`config.mk`:
```
export PLATFORM = sky130hd
export DESIGN_NAME = sram_like_arbiter
export DESIGN_NICKNAME = d
export VERILOG_FILES = /design/src/rtl/sram_like_arbiter.sv
export SDC_FILE = /design/constraint.sdc
export NUM_CORES = 1
export LEC_CHECK = 0
export ABC_CLOCK_PERIOD_IN_PS = 4100
export BUFFER_PORTS_ARGS = -buffer_cell sky130_fd_sc_hd__buf_2
export CAP_MARGIN = 20
export CORE_AREA = 2 2 120 122
export DETAILED_ROUTE_END_ITERATION = 6
export DIE_AREA = 0 0 122 124
export GPL_ROUTABILITY_DRIVEN = 0
export PLACE_DENSITY = 0.63
export SYNTH_ARGS = -nofsm -noshare
export SYNTH_HDL_FRONTEND = slang
export SYNTH_SLANG_ARGS = --single-unit
export TNS_END_PERCENT = 1
```
`constraint.sdc`:
```
create_clock -name clk -period 4.1 [get_ports clk]
set_input_delay 1.025 -clock clk [delete_from_list [all_inputs] [get_ports clk]]
set_output_delay 1.025 -clock clk [all_outputs]
set_load 0.03 [all_outputs]
```
`src/rtl/sram_like_arbiter.sv`:
```
// Two-to-one arbiter sharing one SRAM-like memory port between instruction and data requesters.
// Define ARB_ROUND_ROBIN_EN for round-robin tie breaking; otherwise data has fixed priority.
module sram_like_arbiter #(
  parameter int DATA_W = 32
) (
  input  logic              clk,
  input  logic              rst,
  input  logic              inst_req,
  input  logic              inst_wr,
  input  logic [1:0]        inst_size,
  input  logic [DATA_W-1:0] inst_addr,
  input  logic [DATA_W-1:0] inst_wdata,
  output logic              inst_addr_ok,
  output logic              inst_data_ok,
  output logic [DATA_W-1:0] inst_rdata,
  input  logic              data_req,
  input  logic              data_wr,
  input  logic [1:0]        data_size,
  input  logic [DATA_W-1:0] data_addr,
  input  logic [DATA_W-1:0] data_wdata,
  output logic              data_addr_ok,
  output logic              data_data_ok,
  output logic [DATA_W-1:0] data_rdata,
  output logic              mem_req,
  output logic              mem_wr,
  output logic [1:0]        mem_size,
  output logic [DATA_W-1:0] mem_addr,
  output logic [DATA_W-1:0] mem_wdata,
  input  logic              mem_addr_ok,
  input  logic              mem_data_ok,
  input  logic [DATA_W-1:0] mem_rdata,
  output logic              busy
);

  typedef enum logic [1:0] {IDLE, REQ, WAIT} state_t;

  state_t            state, state_nxt;
  logic              grant_any;
  logic              grant_data;
  logic              buf_wr;
  logic [1:0]        buf_size;
  logic [DATA_W-1:0] buf_addr;
  logic [DATA_W-1:0] buf_wdata;
  logic              owner_data;

  assign grant_any = inst_req | data_req;

`ifdef ARB_ROUND_ROBIN_EN
  // last_grant: 0 = inst, 1 = data; a tie goes to whoever was not granted last
  logic last_grant;

  always_ff @(posedge clk or posedge rst) begin
    if (rst)
      last_grant <= 1'b0;
    else if (state == IDLE && grant_any)
      last_grant <= grant_data;
  end

  assign grant_data = data_req & (~inst_req | ~last_grant);
`else
  assign grant_data = data_req;
`endif

  always_ff @(posedge clk or posedge rst) begin
    if (rst)
      state <= IDLE;
    else
      state <= state_nxt;
  end

  always_comb begin
    state_nxt    = state;
    inst_addr_ok = 1'b0;
    data_addr_ok = 1'b0;
    inst_data_ok = 1'b0;
    data_data_ok = 1'b0;
    case (state)
      IDLE: begin
        if (grant_any) begin
          state_nxt    = REQ;
          data_addr_ok = grant_data;
          inst_addr_ok = ~grant_data;
        end
      end
      REQ: begin
        if (mem_addr_ok)
          state_nxt = WAIT;
      end
      WAIT: begin
        if (mem_data_ok) begin
          state_nxt    = IDLE;
          inst_data_ok = ~owner_data;
          data_data_ok = owner_data;
        end
      end
      default: state_nxt = IDLE;
    endcase
    if (rst) begin
      inst_addr_ok = 1'b0;
      data_addr_ok = 1'b0;
      inst_data_ok = 1'b0;
      data_data_ok = 1'b0;
    end
  end

  // Request buffer: captured only at accept, so later requester activity cannot disturb it
  always_ff @(posedge clk or posedge rst) begin
    if (rst) begin
      buf_wr     <= 1'b0;
      buf_size   <= 2'd0;
      buf_addr   <= '0;
      buf_wdata  <= '0;
      owner_data <= 1'b0;
    end else if (state == IDLE && grant_any) begin
      buf_wr     <= grant_data ? data_wr    : inst_wr;
      buf_size   <= grant_data ? data_size  : inst_size;
      buf_addr   <= grant_data ? data_addr  : inst_addr;
      buf_wdata  <= grant_data ? data_wdata : inst_wdata;
      owner_data <= grant_data;
    end
  end

  assign mem_req    = (state == REQ);
  assign mem_wr     = buf_wr;
  assign mem_size   = buf_size;
  assign mem_addr   = buf_addr;
  assign mem_wdata  = buf_wdata;
  assign busy       = (state != IDLE);
  assign inst_rdata = mem_rdata;
  assign data_rdata = mem_rdata;

endmodule
```
==> results.json <==
{
  "layout.cells.most_common_list": "buf_2, mux2_2, dfrtp_1",
  "worstPathCellList": "buf_2 -> nor4b_1 -> buf_2",
  "clock_insertion_delay_worst_skew_ns": 0.33,
  "timing.fmax_ghz": 0.359,
  "number_of_antenna_violations_at_the_first_check_in_global_routing": 0,
  "die_width_um": 122,
  "post_route_cells_drive_above_1_share_pct": 81.4,
  "grt_setup_unrepaired": "false",
  "nets": 619,
  "synth_area_per_cell_sq_um": 13.4,
  "post_cts_hold_buffer_count": 0,
  "top_signal_layer_used": "met4",
  "largest_net_degree_at_the_start_of_global_routing": 71,
  "grt_first_pass_wirelength_um": 14100,
  "cp_data_required_time_ns": 3.07,
  "timing.final.ws_setup_ns": 1.32,
  "power_density_normalized_to_cell_area_nw_per_um2": 804,
  "pre_cts_slack_ns": 1.27,
  "synth_nets": 472,
  "slowest_delay_ns": 0.30,
  "route.final.wire_length_um": 9700,
  "floorplan.die_area_sq_um": 15100,
  "timing.critical_path.from_type": "input port",
  "root_buffer": "clkbuf_16",
  "crit_start": "data_req",
  "post_cts_resize_count": 0,
  "post_synth_inst_count": 300,
  "via_per_inst": 4.32,
  "global_route.overflow_total": 0,
  "detail-route-antenna-nets": 0,
  "final_period_minus_worst_setup_slack_ns": 2.78,
  "routed-via-count": 2731,
  "timing.setup.tns_ns": 0,
  "boundaryPins": 309,
  "met3_length_um": 856,
  "worst-slew-pin-transition_ns": 0.877,
  "hold_start": "mem_addr[22]",
  "grt_pass1_vias": 2754,
  "cts_tree": "built",
  "yosysWarningCount": 0,
  "flow.area_growth_from_synthesis_pct": 26.4,
  "fp.coreArea_sq_um": 13700,
  "cp_max_fo": 12,
  "routed_wire_length_per_instance_um": 15.3,
  "final_common_cell": "buf_2",
  "rows": 43,
  "drtIter0Drc": 37,
  "cts.htree.levels": 3,
  "met1_length_um": 3500,
  "placement.io_buffers": 212,
  "worst_ir_drop_vdd_mv": 0.529,
  "timing.rr.start": "state[0]",
  "ys_seq_elements": 70,
  "crit_top_cell": "buf_2",
  "worstSetupEndpointType": "output port",
  "final_util_pct": 37.0,
  "hold_viol": 0,
  "final.setup_skew_ns": 0.00428,
  "dr.pass1.iters": 4,
  "cts_buffer_depth": 2,
  "post-route-period-util_pct": 67.9,
  "distinct_cell_type_count_after_synthesis": 20,
  "netlist_top_cells_area": "dfrtp_1, mux2_2, buf_4",
  "cts_buffers": 9,
  "hpwl_um": 7500,
  "gr-usage-all-layers_pct": 12.4,
  "synth_top_area_share_pct": 43.6,
  "antenna_cells": 0,
  "max_cap_check_violation_count": 0,
  "worst_path_max_delay_cell": "nor4b_1",
  "route.detailed.drc": 0,
  "timing.hold.worst.class": "register to register",
  "initial_core_util_pct": 29.3,
  "final-setup-viol-count": 0,
  "remaining_max_slew_budget_at_the_tightest_pin_pct": 41.6,
  "synth.cell_area_sq_um": 4010,
  "ys_seq_area_share_pct": 43.6,
  "timing_max_transition_violations_final": 0,
  "outcome": "completed",
  "clock_sinks": 70,
  "postCtsSetupRepairBufs": 0,
  "met2_wirelength_um": 5170,
  "synth.largest_area_cell": "dfrtp_1",
  "die_y_um": 124,
  "crit_arrival_ns": 1.76,
  "total_leakage_power_nw": 2.47,
  "clk_transition_reported_paths_ns": 0.06,
  "worstSetupPathType": "input port to output port"
}
-- final cells by class --
cell class / instances / area [sq um]
sequential: 70 / 1750
tap: 180 / 225
clock inverter: 5 / 57.6
fill: 1359 / 8650
multi-input combinational: 148 / 1680
inverter: 3 / 11.3
clock buffer: 11 / 253
timing repair buffer: 215 / 1100
-- critical path, delay by kind of cell --
| kind | cells | cell delay [ns] |
|---|---|---|
| simple gates | 1 | 0.30 |
| buf+inv | 2 | 0.43 |
-- state kept, by name, indices dropped and copies added, names as in the netlist --
signal	flops
mem_wdata	32
mem_wr	1
owner_data	1
mem_addr	32
mem_size	2
state	2
-- per-stage QoR --
| stage | cells | area (sq um) | hold slack (ns) | power [W] |
|---|---|---|---|---|
| 2_1_floorplan | 300 | 4010 | 0.480 | 0.00286 |
| 3_3_place_gp | 616 | 4760 | 0.485 | 0.00330 |
| 3_5_place_dp | 616 | 4760 | 0.489 | 0.00333 |
| 4_1_cts | 632 | 5070 | 0.503 | 0.00415 |
| 5_1_grt | 632 | 5070 | 0.521 | 0.00432 |
| 6_report | 632 | 5070 | 0.498 | 0.00408 |
-- kinds of logic (layout without fill, tap and decap cells) --
family / after synthesis / in the layout / synth area share, %
muxes: 134 / 134 / 39.4
DFF: 70 / 70 / 43.6
and+or+nand+nor: 10 / 10 / 1.53
AOI/OAI and AO/OA: 4 / 4 / 0.748
buffers and inverters: 82 / 234 / 14.7
-- power by group --
part | leakage, nW | switching [W] | internal [W]
clock network | 0.144 | 0.000294 | 0.000503
logic | 1.51 | 0.00121 | 0.000837
registers | 0.820 | 0.000185 | 0.00105
total | 2.47 | 0.00169 | 0.00239
-- worst paths after layout --
check / to / slack (ns) / cells past startpoint
min in group asynchronous: mem_wr / 0.99 / 3
hold reg to reg: mem_addr[22] / 0.50 / 1
max in group asynchronous: mem_wdata[22] / 2.55 / 3
hold / removal: mem_addr[22] / 0.50 / 1
setup reg to reg: mem_wdata[28] / 2.17 / 4
setup / recovery: inst_addr_ok / 1.32 / 3
-- metal layers --
metal  vias to the layer above  global-route usage (%)
li1                       1268                       -
met1                      1296                    13.6
met2                       149                    22.0
met3                        18                    4.26
met4                         0                    4.74
met5                         -                       0
-- cell usage after synthesis (all sizes together) --
| library cell | count |
|---|---|
| nand2b | 1 |
| nor4b | 1 |
| nor3b | 1 |
| nor2b | 2 |
| dfrtp | 70 |
| and3 | 1 |
| nand2 | 2 |
| and2 | 1 |
| a21o | 1 |
| clkbuf | 1 |
| o21ai | 1 |
| buf | 78 |
| o21a | 1 |
| nor2 | 1 |
| inv | 3 |
| a22o | 1 |
| mux2 | 134 |
No activity file was read; power rests on OpenSTA's default activity.
